==> src/rtl/btb_assoc.sv <==
// Set-associative branch target buffer with per-entry confidence counters,
// round-robin replacement on full sets and a one-set-per-cycle flush sequencer.
module btb_assoc #(
   parameter int ADDR   = 32,
   parameter int BTB_D  = 32,
   parameter int WAYS   = 2,
   parameter int CNT    = 2,
   parameter int OFFSET = 2
) (
   input  logic            clk,
   input  logic            reset,
   input  logic [ADDR-1:0] pc,
   output logic            btb_hit,
   output logic [ADDR-1:0] btb_addr,
   input  logic            br_commit_,
   input  logic            br_taken_,
   input  logic            br_miss_,
   input  logic            jump_commit_,
   input  logic            jump_miss_,
   input  logic [ADDR-1:0] com_addr,
   input  logic [ADDR-1:0] com_tar_addr,
   input  logic            flush_,
   output logic            btb_busy
);
   localparam int IDX  = $clog2(BTB_D);
   localparam int TAGW = ADDR - OFFSET - IDX;
   localparam int WW   = (WAYS > 1) ? $clog2(WAYS) : 1;
   localparam logic [CNT-1:0] THR  = CNT'(1 << (CNT - 1));
   localparam logic [CNT-1:0] CMAX = '1;

   typedef enum logic {IDLE, FLUSH} state_t;

   state_t            state_q, state_d;
   logic [IDX-1:0]    ptr_q, ptr_d;
   logic [WAYS-1:0]   valid_q [BTB_D];
   logic [WAYS-1:0]   valid_d [BTB_D];
   logic [CNT-1:0]    cnt_q   [BTB_D][WAYS];
   logic [CNT-1:0]    cnt_d   [BTB_D][WAYS];
   logic [WW-1:0]     rr_q    [BTB_D];
   logic [WW-1:0]     rr_d    [BTB_D];
   logic [TAGW-1:0]   tag_q   [BTB_D][WAYS];
   logic [TAGW-1:0]   tag_d   [BTB_D][WAYS];
   logic [ADDR-1:0]   tgt_q   [BTB_D][WAYS];
   logic [ADDR-1:0]   tgt_d   [BTB_D][WAYS];
   logic [WAYS-1:0]   jmp_q   [BTB_D];
   logic [WAYS-1:0]   jmp_d   [BTB_D];
   logic              hit_q, hit_d;
   logic [ADDR-1:0]   addr_q, addr_d;

   logic [IDX-1:0]    lk_set, c_set;
   logic [TAGW-1:0]   lk_tag, c_tag;
   logic              c_hit, c_inv;
   logic [WW-1:0]     c_hw, c_iw, c_way;

   // jump_miss_ carries no state beyond the target write a jump commit already does
   logic              unused_jump_miss;
   assign unused_jump_miss = jump_miss_;

   assign btb_hit  = hit_q;
   assign btb_addr = addr_q;
   assign btb_busy = (state_q == FLUSH);

   // Lookup against pre-update contents; suppressed while flushing
   always_comb begin
      lk_set = pc[OFFSET +: IDX];
      lk_tag = pc[ADDR-1 -: TAGW];
      hit_d  = 1'b0;
      addr_d = '0;
      for (int unsigned w = 0; w < WAYS; w++) begin
         if (valid_q[lk_set][w] && tag_q[lk_set][w] == lk_tag &&
             (jmp_q[lk_set][w] || cnt_q[lk_set][w] >= THR)) begin
            hit_d  = 1'b1;
            addr_d = tgt_q[lk_set][w];
         end
      end
      if (state_q == FLUSH || !flush_) begin
         hit_d  = 1'b0;
         addr_d = '0;
      end
   end

   // Commit-side way selection: hit way, else lowest invalid way, else round-robin
   always_comb begin
      c_set = com_addr[OFFSET +: IDX];
      c_tag = com_addr[ADDR-1 -: TAGW];
      c_hit = 1'b0;
      c_hw  = '0;
      c_inv = 1'b0;
      c_iw  = '0;
      for (int unsigned w = 0; w < WAYS; w++) begin
         if (valid_q[c_set][w] && tag_q[c_set][w] == c_tag) begin
            c_hit = 1'b1;
            c_hw  = WW'(w);
         end
         if (!c_inv && !valid_q[c_set][w]) begin
            c_inv = 1'b1;
            c_iw  = WW'(w);
         end
      end
      c_way = c_hit ? c_hw : (c_inv ? c_iw : rr_q[c_set]);
   end

   // Training, allocation and flush sequencing
   always_comb begin
      state_d = state_q;
      ptr_d   = ptr_q;
      valid_d = valid_q;
      cnt_d   = cnt_q;
      rr_d    = rr_q;
      tag_d   = tag_q;
      tgt_d   = tgt_q;
      jmp_d   = jmp_q;
      if (state_q == IDLE) begin
         if (!jump_commit_) begin
            valid_d[c_set][c_way] = 1'b1;
            tag_d[c_set][c_way]   = c_tag;
            tgt_d[c_set][c_way]   = com_tar_addr;
            jmp_d[c_set][c_way]   = 1'b1;
            cnt_d[c_set][c_way]   = CMAX;
            if (!c_hit && !c_inv && WAYS > 1) rr_d[c_set] = rr_q[c_set] + 1'b1;
         end else if (!br_commit_ && !br_taken_) begin
            tgt_d[c_set][c_way] = com_tar_addr;
            jmp_d[c_set][c_way] = 1'b0;
            if (c_hit) begin
               if (cnt_q[c_set][c_way] != CMAX) cnt_d[c_set][c_way] = cnt_q[c_set][c_way] + 1'b1;
            end else begin
               valid_d[c_set][c_way] = 1'b1;
               tag_d[c_set][c_way]   = c_tag;
               cnt_d[c_set][c_way]   = THR;
               if (!c_inv && WAYS > 1) rr_d[c_set] = rr_q[c_set] + 1'b1;
            end
         end else if (!br_commit_ && c_hit) begin
            if (!br_miss_) valid_d[c_set][c_way] = 1'b0;
            else if (cnt_q[c_set][c_way] != '0) cnt_d[c_set][c_way] = cnt_q[c_set][c_way] - 1'b1;
         end
         if (!flush_) begin
            state_d = FLUSH;
            ptr_d   = '0;
         end
      end else begin
         valid_d[ptr_q] = '0;
         for (int unsigned w = 0; w < WAYS; w++) cnt_d[ptr_q][w] = '0;
         if (!flush_) ptr_d = '0;
         else if (ptr_q == IDX'(BTB_D - 1)) state_d = IDLE;
         else ptr_d = ptr_q + 1'b1;
      end
   end

   // Control state, valid bits, counters and lookup outputs
   always_ff @(posedge clk or posedge reset) begin
      if (reset) begin
         state_q <= IDLE;
         ptr_q   <= '0;
         hit_q   <= 1'b0;
         addr_q  <= '0;
         for (int unsigned s = 0; s < BTB_D; s++) begin
            valid_q[s] <= '0;
            rr_q[s]    <= '0;
            for (int unsigned w = 0; w < WAYS; w++) cnt_q[s][w] <= '0;
         end
      end else begin
         state_q <= state_d;
         ptr_q   <= ptr_d;
         hit_q   <= hit_d;
         addr_q  <= addr_d;
         valid_q <= valid_d;
         rr_q    <= rr_d;
         cnt_q   <= cnt_d;
      end
   end

   // Tag, target and type arrays need no reset; valid gates them
   always_ff @(posedge clk) begin
      tag_q <= tag_d;
      tgt_q <= tgt_d;
      jmp_q <= jmp_d;
   end
endmodule

==> config.mk <==
export PLATFORM = sky130hd
export DESIGN_NAME = btb_assoc
export DESIGN_NICKNAME = d
export VERILOG_FILES = /design/src/rtl/btb_assoc.sv
export SDC_FILE = /design/constraint.sdc
export NUM_CORES = 2
export LEC_CHECK = 0
export ABC_CLOCK_PERIOD_IN_PS = 14250
export BUFFER_PORTS_ARGS = -buffer_cell sky130_fd_sc_hd__buf_2
export CORE_ASPECT_RATIO = 0.6
export CORE_MARGIN = 8
export CORE_UTILIZATION = 35
export CTS_CLUSTER_SIZE = 16
export DETAILED_ROUTE_END_ITERATION = 16
export PLACE_DENSITY = 0.56
export SYNTH_ARGS = -nofsm -noshare
export SYNTH_HDL_FRONTEND = slang
export SYNTH_SLANG_ARGS = --single-unit
==> constraint.sdc <==
create_clock -name clk -period 14.25 [get_ports clk]
set_input_delay 1.425 -clock clk [delete_from_list [all_inputs] [get_ports clk]]
set_output_delay 1.425 -clock clk [all_outputs]
set_load 0.02 [all_outputs]
Word level (Yosys, flattened, before mapping) --
Cells that the tools add are included.
Operators by class: reduce and logical (&&, ||, !) cells 31, equal/unequal tests 17, magnitude comparators 11, add/sub/neg operators 4, bitwise gates (word level) 20, multiplexer cells 107
Operators with widths (count):
- $mux 1600 | 3
- $mux 2048 | 2
- $bwmux 2048 | 1
- $bwmux 1600 | 1
- $mux 128 | 8
- $mux 64 | 11
- $bmux 50 s5 | 2
- $bmux 64 s5 | 1
- $demux 64 s5 | 1
- $mux 32 | 9
- $and 128x128->128 | 2
- $and 64x64->64 | 4
- $bwmux 128 | 2
- $not 128->128 | 2
- $demux 50 s5 | 1
- $mux 50 | 5
- $not 64->64 | 3
- $or 64x64->64 | 3
- $or 128x128->128 | 1
- $eq 25x25->1 | 4
- $demux 4 s5 | 3
- $bmux 4 s5 | 2
- $bwmux 32 | 1
- $demux 32 s1 | 1
- 40 further kinds | 117
Word-level totals: output and inout bits 34, input bits 104, register bits 3975

Depth between registers and ports, before layout --
depth in word-level cells 23, depth in mapped cells 26, depth with buffers taken out 16

Worst setup path before layout --
OpenSTA, ideal clock, no wires.
path kind input-to-reg, start in com_addr[2], end reg cnt_q[73] (netlist name), slack 7.758 ns, stages on the path 26, arrival time 6.351 ns, path buffers 10, cells stage by stage buf_4 -> buf_4 -> buf_4 -> buf_2 -> buf_4 -> buf_2 -> mux2i_1 -> o22ai_1 -> nor4_1 -> nand2_1 -> xor2_1 -> nor4_1 -> nand4_2 -> o21ai_2 -> buf_4 -> clkbuf_1 -> mux2_2 -> inv_1 -> ha_1 -> or4bb_1 -> a21oi_1 -> a211oi_2 -> buf_2 -> buf_4 -> a2111oi_1 -> o22ai_1
Between the ends: longest elaborated chain between the ends 23, elaborated cells between the ends (all ways) 62, those cells by class add/sub: 2; order compare: 4; eq/ne: 6; mux: 37; bitwise: 4; reduce/logical: 9
RTL lines:
- from (decl) | line 20 | input logic [ADDR-1:0] com_addr,
- $not 5->6 (implied by the code) *
- $bmux 50 s5 / $bmux 2 s5 (equally long branches) | line 91, 95
- $mux 50 (implied by the code) / $mux 2 (equally long branches) (2 in series) | line 91, 95
- $eq 25x25->1 / $logic_not 1->1 (equally long branches) | line 91, 95
- $logic_and 1x1->1, on equally long branches | line 91, 95
- $mux 1, on equally long branches | line 91, 95
- $mux 1, on equally long branches | line 91, 100
- $mux 1 | line 100 | c_way = c_hit ? c_hw : (c_inv ? c_iw : rr_q[c_set]);
- [6 not listed]
- $demux 4 s5
- $bwmux 128 | line 134 | else if (cnt_q[c_set][c_way] != '0) cnt_d[c_set][c_way] = cnt_q[c_set][c_way] - 1'b1;
- $mux 128 | line 134
- $mux 128 | line 133 | if (!br_miss_) valid_d[c_set][c_way] = 1'b0;
- $mux 128 | line 132 | end else if (!br_commit_ && c_hit) begin
- $mux 128 | line 121 | end else if (!br_commit_ && !br_taken_) begin
- $mux 128 | line 114 | if (!jump_commit_) begin
- $mux 128 | line 113 | if (state_q == IDLE) begin
- to (signal assigned) | line 168 | cnt_q <= cnt_d;
- to (decl) | line 37 | logic [CNT-1:0] cnt_q [BTB_D][WAYS];
Every way passes the cells marked *; elsewhere a longest branch is shown, timed or not. The select of a mux whose other input is x is not followed. A chain may end at the register's enable or synchronous reset.

Worst setup path in the final report --
start in com_addr[2], end reg cnt_q[117] (netlist name)
Same word-level chain as after synthesis.

==> reports/metrics.yaml <==
path_cells: "buf_8 > buf_12 > buf_4 > mux2i_1 > o22ai_1 > nor4_1 > a21oi_1 > or4_1 > nor4_4 > and4_1 > o21ai_4 > buf_4 > mux2_2 > inv_1 > ha_1 > or4bb_1 > a21oi_1 > a211oi_4 > buf_4 > buf_4 > a2111oi_1 > o22ai_1"
layout_cells_sized_above_1_pct: 26.36
core_area_um2: 480900
synth.avg_cell_area_um2: 19.51
power.internal_uw: 19360
timing.critical_path.arrival_ps: 10350
final_cell_area_um2: 191500
die_x_um: 913.8
portBuffers: 132
firstDrtPassIters: 6
pin_count: 138
first_global_vias: 93180
wl_per_cell_um: 35.16
timing.final.ws_setup_ps: 4708
clk_transition_reported_paths_ps: 60
power_switching_uw: 5480
critical_path_cell_count: 22
report.power.total_uw: 24840
cts_inserted_buffers: 393
period_share_pct: 66.96
netlist_instances: 8674
initialDrtViolationCount: 14410
routabilityCongestion: 0.9023
cp_max_fo: 94
via_count: 95600
postCtsResizedCells: 0
effective_utilization_at_floorplan_pct: 35.20
maximum_number_of_pins_on_one_net_before_global_route_repair: 193
worst_hold_path_type: "in -> async"
power.ir.vdd_worst_uv: 101.2
synth_cell_type_count: 64
grt_setup_unrepaired: "no"
total_leakage_power_uw: 0.06178
detail-route-antenna-nets: 0
grt_antenna_before_repair: 43
status: "finished, final reports clean"
yosysSeqAreaShare_pct: 69.74
worst_path_most_repeated_cell: "sky130_fd_sc_hd__buf_4"
synth.net_count: 8785
reg2reg_depth: 19
preCtsSetupSlack_ps: 4189
edff_count_synth: 3712
cp.required_ps: 15060
max_cap_violations: 0
cts_sinks: 3975
synthToLayoutAreaGrowth_pct: 13.11
htree_num_levels: 5
yosysWarnings: 0
fin_worst_skew_ps: 50.97
setup.worst_path.start_class: "input port"
grt_pass1_wl_um: 754700
share_clk_of_total_power_pct: 42.6
holdBufCountCts: 0
cp_top_family: "buffers and inverters"
power_share_of_the_sequential_group_pct: 51.5
synth_ff_type: "sky130_fd_sc_hd__edfxtp_1"
slew_viol_final: 0
buffers_from_clock_root_to_sink_at_most: 4
remaining_drc_errors: 0
timing.final.hold_violations: 0
core.rowCount: 197
hold-worst-slack_ps: 462.3
clock_tree_from_tritoncts: "yes"
grt_overflow_total: 0
f_max_ghz: 0.1048
setup_tns_ps: 0
combinationalPowerShare_pct: 6.0
fillerInstances: 42470
ys_async_sr_fraction_pct: 6.616
critical_path_buf_inv_count: 7
crit_path_kind: "in -> reg"
layout.nets: 8975
cts_setup_buffers: 0
worst_slew_pin_slew_ps: 1393
switching_share_pct: 22.06
power.density_cell_area_nw_per_um2: 129.7
clock_insertion_delay_worst_skew_ps: 1010
critical_path.max_stage_delay_ps: 830
setup-violations-final: 0
place.detailed.hpwl_um: 316200
fp.dieArea_um2: 506900
place_area_um2: 178600
cp-end-kind: "register"
post_route_wl_um: 550900
via_per_inst: 6.102
crit_slowest_cell: "sky130_fd_sc_hd__buf_4"
period_minus_slack_ps: 9542
die-height_um: 554.7
gr_util_all_layers_pct: 20.95
post_syn_area_um2: 169300
postSynthRegisterBits: 3975
ctsRootBufferMaster: "sky130_fd_sc_hd__clkbuf_16"
slew-limit-headroom_pct: 6.496
-- power by group through the flow --
stage	clock network, uW	registers [uW]	logic, uW
3_5_place_dp	0	13000	1470
2_1_floorplan	0	13000	856
6_report	10600	12800	1480
4_1_cts	10700	12800	1470
3_3_place_gp	0	13000	1440
5_1_grt	11100	12800	1550
-- sequential cells by signal, summed over array words and instances (netlist names), named ones only --
| signal | cells |
|---|---|
| ptr_q | 5 |
| tag_q | 1600 |
| btb_addr | 32 |
| tgt_q | 2048 |
| btb_hit | 1 |
| cnt_q | 128 |
| btb_busy | 1 |
| rr_q | 32 |
-- area by class of cell --
cell class / count / area [um2] / area share [%]
diodes: 14 / 35.03 / 0.01830
flip-flops and latches: 3975 / 118000 / 61.66
clock buffers: 494 / 10430 / 5.450
clock inverters: 224 / 2422 / 1.265
well taps: 6467 / 8092 / 4.226
inverters: 77 / 296.5 / 0.1549
multi-input cells: 4010 / 49170 / 25.68
repair buffers: 407 / 2955 / 1.544
-- logic make-up (layout without fill, tap and decap cells) --
group,after synthesis,in the layout,synth area share [%]
multiplexers,2154,2154,21.70
flip-flops,3975,3975,69.74
other,0,14,0
AND/OR/NAND/NOR,684,684,2.109
XOR/XNOR,65,65,0.3363
AO/OA/AOI/OAI,1100,1100,4.247
buffers and inverters,689,1202,1.815
adder cells (fa/ha/maj),7,7,0.05174
-- synthesized netlist by cell type (all sizes together) (2+ instances only) --
library cell  number  area [um2]
o31a              22       192.7
and4               4       35.03
nand4             11       81.32
nor4             113       755.7
and3              31       193.9
or3                3       18.77
mux4            1206       27160
buf              331        1727
o211ai            34       255.2
nor4b              2       30.03
xnor2             35       306.5
or4b               4       43.79
a2111oi           64       753.2
inv               77       289.0
a21boi             8       60.06
nand2b             4       25.02
o21ai            200        1005
o22ai            482        3022
a31oi             98       619.3
a2bb2oi           63       551.8
nand4bb            6       67.56
edfxtp          3712      111500
ha                 7       87.58
nand3             17       85.08
a22oi             16       120.1
a21oi            108       544.3
mux2              65       732.0
nor3              10       50.05
mux2i            883        8838
xor2              30       262.8
nor2b             53       331.6
or2                3       18.77
clkbuf           281        1056
or4               20       157.7
and2              34       212.7
nor2             217       814.5
and3b              8       70.07
nand4b             4       35.03
nand2            139       531.8
dfrtp            263        6581
-- per-stage QoR --
step                util (%)  instances
CTS                    39.80      15650
finish                 39.81      15670
detailed placement     37.13      14940
global route           39.81      15660
floorplan                  -       8674
global placement       37.13      14940
-- layout by cell type, fill, tap and decap left out, types with 11 or more instances in the layout --
| master | n |
|---|---|
| sky130_fd_sc_hd__xor2_1 | 30 |
| sky130_fd_sc_hd__bufinv_16 | 47 |
| sky130_fd_sc_hd__nor2_4 | 64 |
| sky130_fd_sc_hd__nor4_1 | 106 |
| sky130_fd_sc_hd__nor2_1 | 153 |
| sky130_fd_sc_hd__o31a_1 | 22 |
| sky130_fd_sc_hd__a2111oi_2 | 26 |
| sky130_fd_sc_hd__a2bb2oi_1 | 63 |
| sky130_fd_sc_hd__a22oi_1 | 16 |
| sky130_fd_sc_hd__nor2b_4 | 38 |
| sky130_fd_sc_hd__inv_1 | 73 |
| sky130_fd_sc_hd__clkinv_1 | 73 |
| sky130_fd_sc_hd__a2111oi_0 | 14 |
| sky130_fd_sc_hd__and2_4 | 14 |
| sky130_fd_sc_hd__dfrtp_1 | 263 |
| sky130_fd_sc_hd__and3_1 | 31 |
| sky130_fd_sc_hd__buf_4 | 263 |
| sky130_fd_sc_hd__buf_12 | 14 |
| sky130_fd_sc_hd__mux2_2 | 55 |
| sky130_fd_sc_hd__and2_2 | 11 |
| sky130_fd_sc_hd__o211ai_1 | 34 |
| sky130_fd_sc_hd__mux2i_1 | 883 |
| sky130_fd_sc_hd__clkbuf_16 | 401 |
| sky130_fd_sc_hd__clkbuf_1 | 88 |
| sky130_fd_sc_hd__o22ai_1 | 481 |
| sky130_fd_sc_hd__or4_1 | 17 |
| sky130_fd_sc_hd__clkinv_2 | 77 |
| sky130_fd_sc_hd__o21ai_0 | 178 |
| sky130_fd_sc_hd__a31oi_1 | 97 |
| sky130_fd_sc_hd__diode_2 | 14 |
| sky130_fd_sc_hd__o21ai_1 | 19 |
| sky130_fd_sc_hd__nand3_1 | 17 |
| sky130_fd_sc_hd__xnor2_1 | 35 |
| sky130_fd_sc_hd__nor2b_1 | 15 |
| sky130_fd_sc_hd__mux4_2 | 1206 |
| sky130_fd_sc_hd__buf_2 | 125 |
| sky130_fd_sc_hd__a2111oi_1 | 24 |
| sky130_fd_sc_hd__a21oi_1 | 107 |
| sky130_fd_sc_hd__nand2_1 | 135 |
| sky130_fd_sc_hd__edfxtp_1 | 3712 |
-- per-layer routing --
layer / wire [um] / vias up / global-route usage [%]
li1: - / 37050 / -
met3: 67890 / 888 / 6.037
met4: 14210 / 26 / 5.072
met1: 236300 / 51680 / 31.55
met5: 336 / - / 0.2513
met2: 232200 / 5955 / 29.64
-- worst reg2reg max path: stages, from the launching register on --
cell	delay [ps]
sky130_fd_sc_hd__edfxtp_1	390
sky130_fd_sc_hd__mux2i_1	210
sky130_fd_sc_hd__o22ai_1	110
sky130_fd_sc_hd__nor4_1	450
sky130_fd_sc_hd__a21oi_1	350
sky130_fd_sc_hd__or4_1	750
sky130_fd_sc_hd__nor4b_2	730
sky130_fd_sc_hd__nand4_2	460
sky130_fd_sc_hd__o21ai_4	150
sky130_fd_sc_hd__buf_4	470
sky130_fd_sc_hd__mux2_2	310
sky130_fd_sc_hd__inv_1	50
sky130_fd_sc_hd__ha_1	180
sky130_fd_sc_hd__or4bb_1	510
sky130_fd_sc_hd__a21oi_1	250
sky130_fd_sc_hd__a211oi_4	50
sky130_fd_sc_hd__buf_4	340
sky130_fd_sc_hd__buf_4	510
sky130_fd_sc_hd__a2111oi_1	640
sky130_fd_sc_hd__o22ai_1	180
-- worst paths after layout --
| check | slack, ps | startpoint | endpoint |
|---|---|---|---|
| worst max-delay path | 4710 | com_addr[2] | cnt_q[117]$_DFFE_PP0P_ |
| worst min-delay path | 460 | reset | btb_addr[25]$_DFF_PP0_ |
| worst max register to register | 6970 | tag_q[112]$_DFFE_PP_ | cnt_q[117]$_DFFE_PP0P_ |
| worst min register to register | 500 | cnt_q[22]$_DFFE_PP0P_ | cnt_q[22]$_DFFE_PP0P_ |
| max in group asynchronous | 11370 | reset | asynchronous set/reset pin |
| min in group clk | 500 | cnt_q[22]$_DFFE_PP0P_ | cnt_q[22]$_DFFE_PP0P_ |
Note: power is estimated with default switching activity, not from simulation.
